File: config.mk
export PLATFORM = sky130hd
export DESIGN_NAME = lcd_hd44780_responder_flat
export DESIGN_NICKNAME = d
export VERILOG_FILES = /design/src/rtl/lcd_pkg.sv /design/src/rtl/lcd_hd44780_responder_if.sv /design/src/rtl/lcd_resp_fifo.sv /design/src/rtl/lcd_hd44780_responder.sv /design/src/flat_wrapper.sv
export SDC_FILE = /design/constraint.sdc
export NUM_CORES = 1
export LEC_CHECK = 0
export ABC_AREA = 1
export CORE_ASPECT_RATIO = 1.75
export CORE_MARGIN = 2
export CORE_UTILIZATION = 40
export CTS_CLUSTER_DIAMETER = 120
export DETAILED_ROUTE_END_ITERATION = 10
export PLACE_DENSITY = 0.69
export SETUP_SLACK_MARGIN = 0.15
export SYNTH_ARGS = -nofsm -noshare
export SYNTH_HDL_FRONTEND = slang
export SYNTH_SLANG_ARGS = --single-unit
File: constraint.sdc
create_clock -name sys0_clk -period 2.5 [get_ports sys0_clk]
set_input_delay 0.5 -clock sys0_clk [delete_from_list [all_inputs] [get_ports sys0_clk]]
set_output_delay 0.5 -clock sys0_clk [all_outputs]
set_load 0.02 [all_outputs]
File: src/rtl/lcd_pkg.sv
// Shared constants and types for the HD44780 device-side responder.
package lcd_pkg;

    localparam logic [7:0] CLR       = 8'h01;
    localparam logic [7:0] HOME      = 8'h02;
    localparam logic [7:0] SETDD     = 8'h80;
    localparam logic [7:0] FSET_MASK = 8'hF0;
    localparam logic [7:0] FSET      = 8'h20;
    localparam int unsigned FSET_DL  = 4;

    localparam int unsigned OD_RS    = 15;
    localparam int unsigned OD_ADDR  = 8;
    localparam int unsigned OD_BYTE  = 0;

    typedef enum logic [1:0] {BOOT8, HI, LO} mode_t;

    // Clear and both home encodings (0x02/0x03) take the long busy time.
    function automatic logic is_long(input logic [7:0] b);
        return (b == CLR) || ((b & 8'hFE) == HOME);
    endfunction

    // Function set regardless of the DL bit.
    function automatic logic is_fset(input logic [7:0] b);
        return (b & (FSET_MASK & ~(8'h01 << FSET_DL))) == FSET;
    endfunction

endpackage

File: src/rtl/lcd_hd44780_responder_if.sv
// LCD host bus plus the fabric-side output stream of the responder.
interface lcd_hd44780_responder_if;
    logic        lcd_e;
    logic        lcd_rs;
    logic        lcd_rw;
    logic [3:0]  lcd_db_i;
    logic [3:0]  lcd_db_o;
    logic        lcd_db_oe;
    logic        out_valid;
    logic        out_ready;
    logic [15:0] out_data;

    modport master (
        output lcd_e, lcd_rs, lcd_rw, lcd_db_i, out_ready,
        input  lcd_db_o, lcd_db_oe, out_valid, out_data
    );

    modport slave (
        input  lcd_e, lcd_rs, lcd_rw, lcd_db_i, out_ready,
        output lcd_db_o, lcd_db_oe, out_valid, out_data
    );
endinterface

File: src/rtl/lcd_resp_fifo.sv
// Small synchronous FIFO; a push on a full FIFO is dropped unless a pop frees a slot that cycle.
module lcd_resp_fifo #(
    parameter int unsigned DEPTH = 4,
    parameter int unsigned WIDTH = 16
) (
    input  logic             clk,
    input  logic             rst_n,
    input  logic             push,
    input  logic [WIDTH-1:0] push_data,
    input  logic             pop,
    output logic [WIDTH-1:0] head,
    output logic             full,
    output logic             empty,
    output logic             overflow
);
    localparam int unsigned AW = $clog2(DEPTH);

    logic [WIDTH-1:0] mem [DEPTH];
    logic [AW-1:0]    wr_ptr;
    logic [AW-1:0]    rd_ptr;
    logic [AW:0]      count;
    logic             do_push;
    logic             do_pop;

    always_comb begin
        empty   = (count == '0);
        full    = (count == (AW+1)'(DEPTH));
        do_pop  = pop && !empty;
        do_push = push && (!full || do_pop);
        head    = mem[rd_ptr];
    end

    always_ff @(posedge clk or negedge rst_n) begin
        if (!rst_n) begin
            wr_ptr   <= '0;
            rd_ptr   <= '0;
            count    <= '0;
            overflow <= 1'b0;
            for (int unsigned i = 0; i < DEPTH; i++) mem[i] <= '0;
        end else begin
            overflow <= push && !do_push;
            if (do_push) begin
                mem[wr_ptr] <= push_data;
                wr_ptr      <= wr_ptr + AW'(1);
            end
            if (do_pop) rd_ptr <= rd_ptr + AW'(1);
            count <= count + (AW+1)'(do_push) - (AW+1)'(do_pop);
        end
    end
endmodule

File: src/rtl/lcd_hd44780_responder.sv
// Device side of a 4-bit HD44780 bus: assembles host writes into bytes, answers
// busy/address reads, and streams committed bytes to fabric through a FIFO.
module lcd_hd44780_responder
    import lcd_pkg::*;
#(
    parameter int unsigned BUSY_CYCLES = 2000,
    parameter int unsigned BUSY_LONG   = 76000,
    parameter int unsigned FIFO_DEPTH  = 4
) (
    input  logic                    sys0_clk,
    input  logic                    sys0_rstn,
    lcd_hd44780_responder_if.slave  bus,
    output logic                    busy,
    output logic [2:0]              stat
);
    localparam int unsigned BMAX = (BUSY_LONG > BUSY_CYCLES) ? BUSY_LONG : BUSY_CYCLES;
    localparam int unsigned CW   = $clog2(BMAX + 1);

    logic [1:0]    e_sync, rs_sync, rw_sync;
    logic [3:0]    db_s1, db_s2;
    logic          e_d, rw_d, rise, fall;
    logic          rs_s, rw_s;
    logic [CW-1:0] busy_cnt;
    logic [6:0]    ac;
    logic [3:0]    hi;
    logic [7:0]    rd_byte;
    logic [3:0]    db_o;
    logic          db_oe;
    mode_t         mode;
    logic          push;
    logic [15:0]   push_data;
    logic          ovf, full, empty;
    logic [7:0]    wr_byte;
    logic          commit;

    assign rs_s          = rs_sync[1];
    assign rw_s          = rw_sync[1];
    assign busy          = (busy_cnt != '0);
    assign bus.lcd_db_o  = db_o;
    assign bus.lcd_db_oe = db_oe;
    assign bus.out_valid = !empty;

    always_ff @(posedge sys0_clk or negedge sys0_rstn) begin
        if (!sys0_rstn) begin
            e_sync  <= '0;
            rs_sync <= '0;
            rw_sync <= '0;
            db_s1   <= '0;
            db_s2   <= '0;
            e_d     <= 1'b0;
            rw_d    <= 1'b0;
            rise    <= 1'b0;
            fall    <= 1'b0;
        end else begin
            e_sync  <= {e_sync[0], bus.lcd_e};
            rs_sync <= {rs_sync[0], bus.lcd_rs};
            rw_sync <= {rw_sync[0], bus.lcd_rw};
            db_s1   <= bus.lcd_db_i;
            db_s2   <= db_s1;
            e_d     <= e_sync[1];
            rw_d    <= rw_s;
            rise    <= e_sync[1] & ~e_d;
            fall    <= ~e_sync[1] & e_d;
        end
    end

    // In 8-bit boot mode each strobe is a whole byte carried on DB[7:4].
    always_comb begin
        wr_byte = (mode == BOOT8) ? {db_s2, 4'h0} : {hi, db_s2};
        commit  = fall && !rw_s && (mode != HI);
    end

    always_ff @(posedge sys0_clk or negedge sys0_rstn) begin
        if (!sys0_rstn) begin
            mode      <= BOOT8;
            hi        <= '0;
            ac        <= '0;
            busy_cnt  <= '0;
            stat      <= '0;
            rd_byte   <= '0;
            db_o      <= '0;
            db_oe     <= 1'b0;
            push      <= 1'b0;
            push_data <= '0;
        end else begin
            push <= 1'b0;
            if (busy_cnt != '0) busy_cnt <= busy_cnt - CW'(1);
            if (ovf) stat[1] <= 1'b1;

            if (fall && !rw_s && mode == HI) begin
                hi   <= db_s2;
                mode <= LO;
            end

            if (commit) begin
                if (busy) stat[2] <= 1'b1;
                busy_cnt <= (!rs_s && is_long(wr_byte)) ? CW'(BUSY_LONG) : CW'(BUSY_CYCLES);
                if (rs_s)                      ac <= ac + 7'd1;
                else if (is_long(wr_byte))     ac <= '0;
                else if ((wr_byte & SETDD) != '0) ac <= wr_byte[6:0];

                if (mode == LO) begin
                    push                   <= 1'b1;
                    push_data[OD_RS]       <= rs_s;
                    push_data[OD_ADDR +: 7] <= ac;
                    push_data[OD_BYTE +: 8] <= wr_byte;
                    mode                   <= HI;
                    if (!rs_s && is_fset(wr_byte) && wr_byte[FSET_DL]) begin
                        mode    <= BOOT8;
                        stat[0] <= 1'b0;
                    end
                end else if (!rs_s && is_fset(wr_byte) && !wr_byte[FSET_DL]) begin
                    mode    <= HI;
                    stat[0] <= 1'b1;
                end
            end

            // Capture the whole read byte on the high-nibble rise so both halves agree.
            if (rise && rw_s) begin
                db_oe <= 1'b1;
                if (mode == LO) begin
                    db_o <= rd_byte[3:0];
                end else begin
                    rd_byte <= rs_s ? 8'h00 : {busy, ac};
                    db_o    <= rs_s ? 4'h0 : {busy, ac[6:4]};
                end
            end

            if (fall && rw_s) begin
                db_oe <= 1'b0;
                if (mode == HI)      mode <= LO;
                else if (mode == LO) mode <= HI;
            end

            if (rw_d && !rw_s && db_oe) db_oe <= 1'b0;
        end
    end

    lcd_resp_fifo #(
        .DEPTH (FIFO_DEPTH),
        .WIDTH (16)
    ) u_fifo (
        .clk       (sys0_clk),
        .rst_n     (sys0_rstn),
        .push      (push),
        .push_data (push_data),
        .pop       (bus.out_ready),
        .head      (bus.out_data),
        .full      (full),
        .empty     (empty),
        .overflow  (ovf)
    );

    logic unused_full;
    assign unused_full = full;
endmodule
File: src/flat_wrapper.sv
// flat-port wrapper written by rule: the top's interface ports become plain ports
module lcd_hd44780_responder_flat import lcd_pkg::*;
#(
    parameter int unsigned BUSY_CYCLES = 2000,
    parameter int unsigned BUSY_LONG   = 76000,
    parameter int unsigned FIFO_DEPTH  = 4
)
  (sys0_clk, sys0_rstn, busy, stat, bus_lcd_e, bus_lcd_rs, bus_lcd_rw, bus_lcd_db_i, bus_out_ready, bus_lcd_db_o, bus_lcd_db_oe, bus_out_valid, bus_out_data);
  lcd_hd44780_responder_if bus_i ();
  input  logic sys0_clk;
  input  logic sys0_rstn;
  output logic busy;
  output logic [2:0] stat;
  input wire logic [$bits(bus_i.lcd_e)-1:0] bus_lcd_e;
  input wire logic [$bits(bus_i.lcd_rs)-1:0] bus_lcd_rs;
  input wire logic [$bits(bus_i.lcd_rw)-1:0] bus_lcd_rw;
  input wire logic [$bits(bus_i.lcd_db_i)-1:0] bus_lcd_db_i;
  input wire logic [$bits(bus_i.out_ready)-1:0] bus_out_ready;
  output wire logic [$bits(bus_i.lcd_db_o)-1:0] bus_lcd_db_o;
  output wire logic [$bits(bus_i.lcd_db_oe)-1:0] bus_lcd_db_oe;
  output wire logic [$bits(bus_i.out_valid)-1:0] bus_out_valid;
  output wire logic [$bits(bus_i.out_data)-1:0] bus_out_data;
  assign bus_i.lcd_e = bus_lcd_e;
  assign bus_i.lcd_rs = bus_lcd_rs;
  assign bus_i.lcd_rw = bus_lcd_rw;
  assign bus_i.lcd_db_i = bus_lcd_db_i;
  assign bus_i.out_ready = bus_out_ready;
  assign bus_lcd_db_o = bus_i.lcd_db_o;
  assign bus_lcd_db_oe = bus_i.lcd_db_oe;
  assign bus_out_valid = bus_i.out_valid;
  assign bus_out_data = bus_i.out_data;
  lcd_hd44780_responder #(.BUSY_CYCLES(BUSY_CYCLES), .BUSY_LONG(BUSY_LONG), .FIFO_DEPTH(FIFO_DEPTH)) u_core (.sys0_clk(sys0_clk), .sys0_rstn(sys0_rstn), .bus(bus_i), .busy(busy), .stat(stat));
endmodule
# Word-level counts from Yosys, hierarchy flattened
# Cells that the tools add are included.
# Widths: inputs -> output; s select.
[totals]
memories = 0
inputBits = 10
latch_bits = 0
ramBits = 0
mem_bits_ro = 0
ff_bits = 149
[classes]
div_mod_pow = 0
n_mul = 0
muxes = 32
n_reduce_logical = 35
n_eq_ne = 8
n_lt_le_gt_ge = 3
shift = 0
n_addsub = 6
bitwise_logic = 7
[op_table]
columns = ["operator", "count"]
rows = [
  ["$bwmux 64", 1],
  ["$mux 17", 3],
  ["$mux 16", 3],
  ["$bmux 16 s2", 1],
  ["$demux 16 s2", 1],
  ["$mux 7", 3],
  ["$reduce_bool 17->1", 1],
  ["$sub 17x1->17 const B", 1],
  ["$logic_and 1x1->1", 15],
  ["$mux 2", 7],
  ["$mux 4", 3],
  ["$mux 1", 9],
  ["$eq 8x1->1 const B", 1],
  ["$mux 8", 1],
  ["$reduce_and 2->1", 4],
  ["$add 7x1->7 const B", 1],
  ["$eq 7x1->1 const B", 1],
  ["$ge 3x3->1 const B", 2],
  ["$logic_not 1->1", 6],
  ["$not 2->3", 2],
  ["$reduce_bool 3->1", 2],
  ["$add 2x1->2 const B", 2],
  ["$reduce_bool 2->1", 2],
  ["$add 3x1->3", 1],
  ["other kinds (14)", 18],
]

# Depth between registers and ports, before layout
[depth]
ltp_word = 11
depth_mapped = 10
depth_no_buf = 10

# Hierarchy
# From an unflattened synthesis, not the netlist that was laid out.
[hier_totals]
hier_cells = 838
area_unflattened_um2 = 7126.8
[modules_own_cells]
columns = ["module", "seq_area_each_um2", "cells_each", "area_per_inst_um2", "instances"]
rows = [
  ["lcd_hd44780_responder", 1926.8, 414, 3598.5, 1],
  ["lcd_resp_fifo", 1801.7, 424, 3528.4, 1],
]

# Worst setup path after synthesis
# No wires, ideal clock.
[synth_path]
path_kind = "input to register"
from = "input bus_out_ready"
to = "register u_core.u_fifo.count[2]"
path_slack_ns = 0.559
setup_ns = 0.123
cell_stages = 9
t_arrival_ns = 1.818
path_buffers = 0
path_cell_list = "inv_1 > nand3_2 > nand2_8 > ha_1 > inv_1 > ha_1 > inv_1 > fa_1 > xnor2_1"
[synth_between]
elab_chain_len = 5
[synth_rtl]
columns = ["item", "line", "source"]
rows = [
  ["start, declared", "flat_wrapper.sv:18", "input wire logic [$bits(bus_i.out_ready)-1:0] bus_out_ready;"],
  ["$logic_and 1x1->1 (*)", "lcd_resp_fifo.sv:28", "do_pop = pop && !empty;"],
  ["$logic_or 1x1->1", "lcd_resp_fifo.sv:29", "do_push = push && (!full || do_pop);"],
  ["$logic_and 1x1->1", "lcd_resp_fifo.sv:29", ""],
  ["$add 3x1->3", "lcd_resp_fifo.sv:47", "count <= count + (AW+1)'(do_push) - (AW+1)'(do_pop);"],
  ["$sub 3x1->3 (*)", "lcd_resp_fifo.sv:47", ""],
  ["end signal, assigned", "lcd_resp_fifo.sv:47", ""],
  ["end, declared", "lcd_resp_fifo.sv:21", "logic [AW:0] count;"],
]
# Every way passes the cells marked *; elsewhere a longest branch is shown, timed or not.
# A chain may end at the register's enable or synchronous reset.

# Worst setup path in the final report
[layout_path]
from = "register u_core.u_fifo.rd_ptr[1]"
to = "output bus_out_data[4]"
[layout_between]
elab_chain_len = 4
[layout_rtl]
columns = ["item", "line", "source"]
rows = [
  ["start, declared", "lcd_resp_fifo.sv:20", "logic [AW-1:0] rd_ptr;"],
  ["start signal, assigned", "lcd_resp_fifo.sv:46", "if (do_pop) rd_ptr <= rd_ptr + AW'(1);"],
  ["$not 2->3 (implied by the code)", "lcd_resp_fifo.sv:30", "head = mem[rd_ptr];"],
  ["$bmux 16 s2", "lcd_resp_fifo.sv:30", ""],
  ["$mux 16 (implied by the code) (2 in a row)", "lcd_resp_fifo.sv:30", ""],
  ["end, declared", "flat_wrapper.sv:22", "output wire logic [$bits(bus_i.out_data)-1:0] bus_out_data;"],
]
# No other way between the ends. The select of a mux whose other input is x is not followed.

==> flow_metrics.env <==
export IMPL_run_status="completed"
export IMPL_powerDensity_nw_per_um2=1110
export IMPL_postLayoutSetupSlackWorst_ns=0.230
export IMPL_drive_gt1_frac=0.194
export IMPL_drc=0
export IMPL_synth_warning_count=0
export IMPL_rsz0062_at_grt="yes"
export IMPL_worstPathArrival_ns=1.77
export IMPL_cts_sinks=149
export IMPL_h_tree_depth=4
export IMPL_initial_core_util=0.409
export IMPL_fin_tns_setup_ns=0
export IMPL_fin_crit_sh=0.908
export IMPL_clk_pin_slew_worst_paths_ns=0.06
export IMPL_coreArea_um2=17000
export IMPL_netlist_area_um2=6970
export IMPL_gp_congestion=0.820
export IMPL_vias=4889
export IMPL_crit_fanout=9
export IMPL_worstMarginPinSlew_ns=0.546
export IMPL_crit_chain="inv_1, buf_4, o21ai_0, o22ai_1, dlygate4sd2_1"
export IMPL_timing_worst_setup_path_type="reg -> out"
export IMPL_grt_pass1_wl_um=24700
export IMPL_slew_headroom=0.636
export IMPL_design_area_um2=8220
export IMPL_cts_root_buf="clkbuf_16"
export IMPL_gr_total_overflow=0
export IMPL_io_buffers=35
export IMPL_max_stage_delay_ns=0.46
export IMPL_hold_viol=0
export IMPL_dpl_cell_area_um2=7650
export IMPL_p_leak_nw=3.99
export IMPL_die_h_um=179
export IMPL_area_growth_pct=18.1
export IMPL_setup_viol=0
export IMPL_fin_skew_ns=0.00815
export IMPL_gr_usage_all_layers=0.169
export IMPL_hold_path_class="in -> async"
export IMPL_slew_viol_final=0
export IMPL_max_vdd_ir_drop_uv=494
export IMPL_avgSynthCellArea_um2=10.3
export IMPL_die_area_um2=18500
export IMPL_finalCriticalPeriod_ns=2.27
export IMPL_drt_first_pass_iters=5
export IMPL_syn_nets=699
export IMPL_synth_top_cells_by_area="dfrtp_1 54%, mux2_4 8.6%, nand2_1 5.9%"
export IMPL_fin_nets=750
export IMPL_drv_cap=0
export IMPL_grt_start_max_net_pins=57
export IMPL_synth_top_area_share=0.535
export IMPL_cts_buffers=17
export IMPL_worst_ep_required_time_ns=2.00
export IMPL_rows=63
export IMPL_async_flop_share=1.00
export IMPL_synth_seq_cells=149
export IMPL_start_kind="flip-flop"
export IMPL_insertion_delay_ns=0.42
export IMPL_grt_pass1_vias=5051
export IMPL_cts_tree="yes"
export IMPL_antenna_left=0
export IMPL_antenna_found_initial=0
export IMPL_viasPerCell=5.05
export IMPL_synth_flop_cell="dfrtp_1"
export IMPL_dr_first_iter_drc_count=221
export IMPL_die_w_um=104
export IMPL_cts_hold_buf=0
export IMPL_synth_edf_count=0
export IMPL_synth_cells=679
export IMPL_power_total_mw=9.10
export IMPL_slowest_stage="dfrtp_2"
export IMPL_yosysSeqAreaShare=0.535
export IMPL_clock_path_buffers=2
export IMPL_yosysTopAreaCell="dfrtp_1"
export IMPL_crit_path_end_kind="output port"
export IMPL_pre_cts_ws_ns=0.153
export IMPL_antennaDiodeCount=0
export IMPL_drt_total_wl_um=14600
export IMPL_cts_setup_buffers=0
export IMPL_io_pins=36
export IMPL_place_hpwl_um=10300
export IMPL_wl_per_cell_um=15.0
export IMPL_fmax_mhz=441
export IMPL_ys_types=42
-- worst paths after layout --
kind / start / end / slack, ns / cells past startpoint
min reg2reg: u_core.rw_sync[0] / u_core.rw_sync[1] / 0.35 / 0
min: sys0_rstn / u_core.db_s1[1] / 0.04 / 1
min in group sys0_clk: u_core.rw_sync[0] / u_core.rw_sync[1] / 0.35 / 0
max reg2reg: u_core.u_fifo.count[1] / u_core.u_fifo.count[2] / 0.62 / 9
max in group asynchronous: sys0_rstn / u_core.u_fifo.mem[23] / 1.81 / 2
max: u_core.u_fifo.rd_ptr[1] / bus_out_data[4] / 0.23 / 5
-- cell usage after synthesis (2+ instances only) --
cell type,number
ha_1,9
buf_2,2
nor2_8,4
o21ai_1,14
buf_6,4
or2_2,2
mux2_2,24
nand3_2,2
xor2_1,7
nand3b_1,2
o21ai_0,48
xnor2_1,2
clkbuf_1,11
a21oi_1,16
dfrtp_1,149
nor3_1,6
mux2_4,40
buf_4,2
nor2_2,2
nand2_1,109
inv_2,4
nor2_4,4
nor2_1,79
o22ai_1,17
inv_1,58
nand4_1,10
a31oi_1,4
nand2_4,3
o211ai_1,3
nand3_1,30
-- kinds of logic after synthesis --
logic type	synth area share
buffers and inverters	0.0503
AND/OR/NAND/NOR	0.173
AO/OA/AOI/OAI	0.0862
XOR/XNOR	0.0113
multiplexers	0.125
adder cells (fa/ha/maj)	0.0190
flip-flops	0.535
-- cells in the final DEF, fill, tap and decap left out, drive strengths merged --
cell type	Yosys	layout
o32ai	1	1
dlygate4sd2	0	8
or2	2	2
nand3b	2	2
o221ai	1	1
fa	1	1
nor2	89	89
buf	8	18
a211oi	1	1
o211ai	3	3
a22oi	1	1
clkinvlp	0	5
nor3	7	7
ha	9	9
a21o	1	1
o22ai	17	17
mux2	64	64
xor2	7	7
nand3	32	32
clkdlybuf4s50	0	17
xnor2	2	2
dlymetal6s2s	0	1
clkbuf	11	22
clkdlybuf4s15	0	4
o31ai	1	1
clkinv	0	3
dfrtp	149	149
a31oi	4	4
o21ai	63	63
bufinv	0	3
inv	63	64
nand2	114	114
nand4	10	10
a21oi	16	16
-- critical path: cells and delay by family, from the launching register on --
kind / cells / cell delay, ns
flops: 1 / 0.46
buf+inv: 3 / 0.64
compound gates: 2 / 0.25
-- metrics by stage --
step / hold WS (ns) / cells / utilization
floorplan: 0.204 / 679 / -
global placement: 0.333 / 938 / 0.449
detailed placement: 0.336 / 938 / 0.449
CTS: 0.0647 / 969 / 0.484
global route: 0.0842 / 969 / 0.483
finish: 0.0422 / 969 / 0.483
-- power by group --
part | internal, mW | total (mW) | switching [mW]
clock | 1.59 | 2.57 | 0.977
sequential | 2.97 | 3.50 | 0.529
combinational | 1.21 | 3.04 | 1.83
-- repair_timing --
action | CTS | global route
resized for setup | 22 | 12
pin swaps | 0 | 1
setup endpoints to repair | 17 | 13
-- metal layers --
layer | GRT usage | wire (um) | vias up
met5 | 0 | 0 | -
met4 | 0.0766 | 388 | 0
met2 | 0.321 | 8130 | 82
met3 | 0.0332 | 407 | 31
met1 | 0.180 | 5650 | 2407
li1 | - | - | 2369
-- flip-flops by register name (all words and copies together), names as in the netlist, 2 cells and up --
register / flops
u_core.rw_sync: 2
u_core.e_sync: 2
u_core.stat: 3
u_core.u_fifo.mem: 64
u_core.ac: 7
u_core.u_fifo.count: 3
u_core.mode: 2
u_core.push_data: 16
u_core.busy_cnt: 17
u_core.u_fifo.wr_ptr: 2
u_core.u_fifo.rd_ptr: 2
u_core.rd_byte: 4
u_core.db_s2: 4
u_core.hi: 4
u_core.bus.lcd_db_o: 4
u_core.rs_sync: 2
u_core.db_s1: 4
-- area by class of cell --
class                   count  area (um2)
fillers                  1610        8800
flip-flops and latches    149        3730
multi-input cells         448        2890
repair buffers             51         487
clock buffers              19         443
well taps                 227         284
inverters                  63         239
clock inverters            12         155
(Power assumes the default switching activity.)
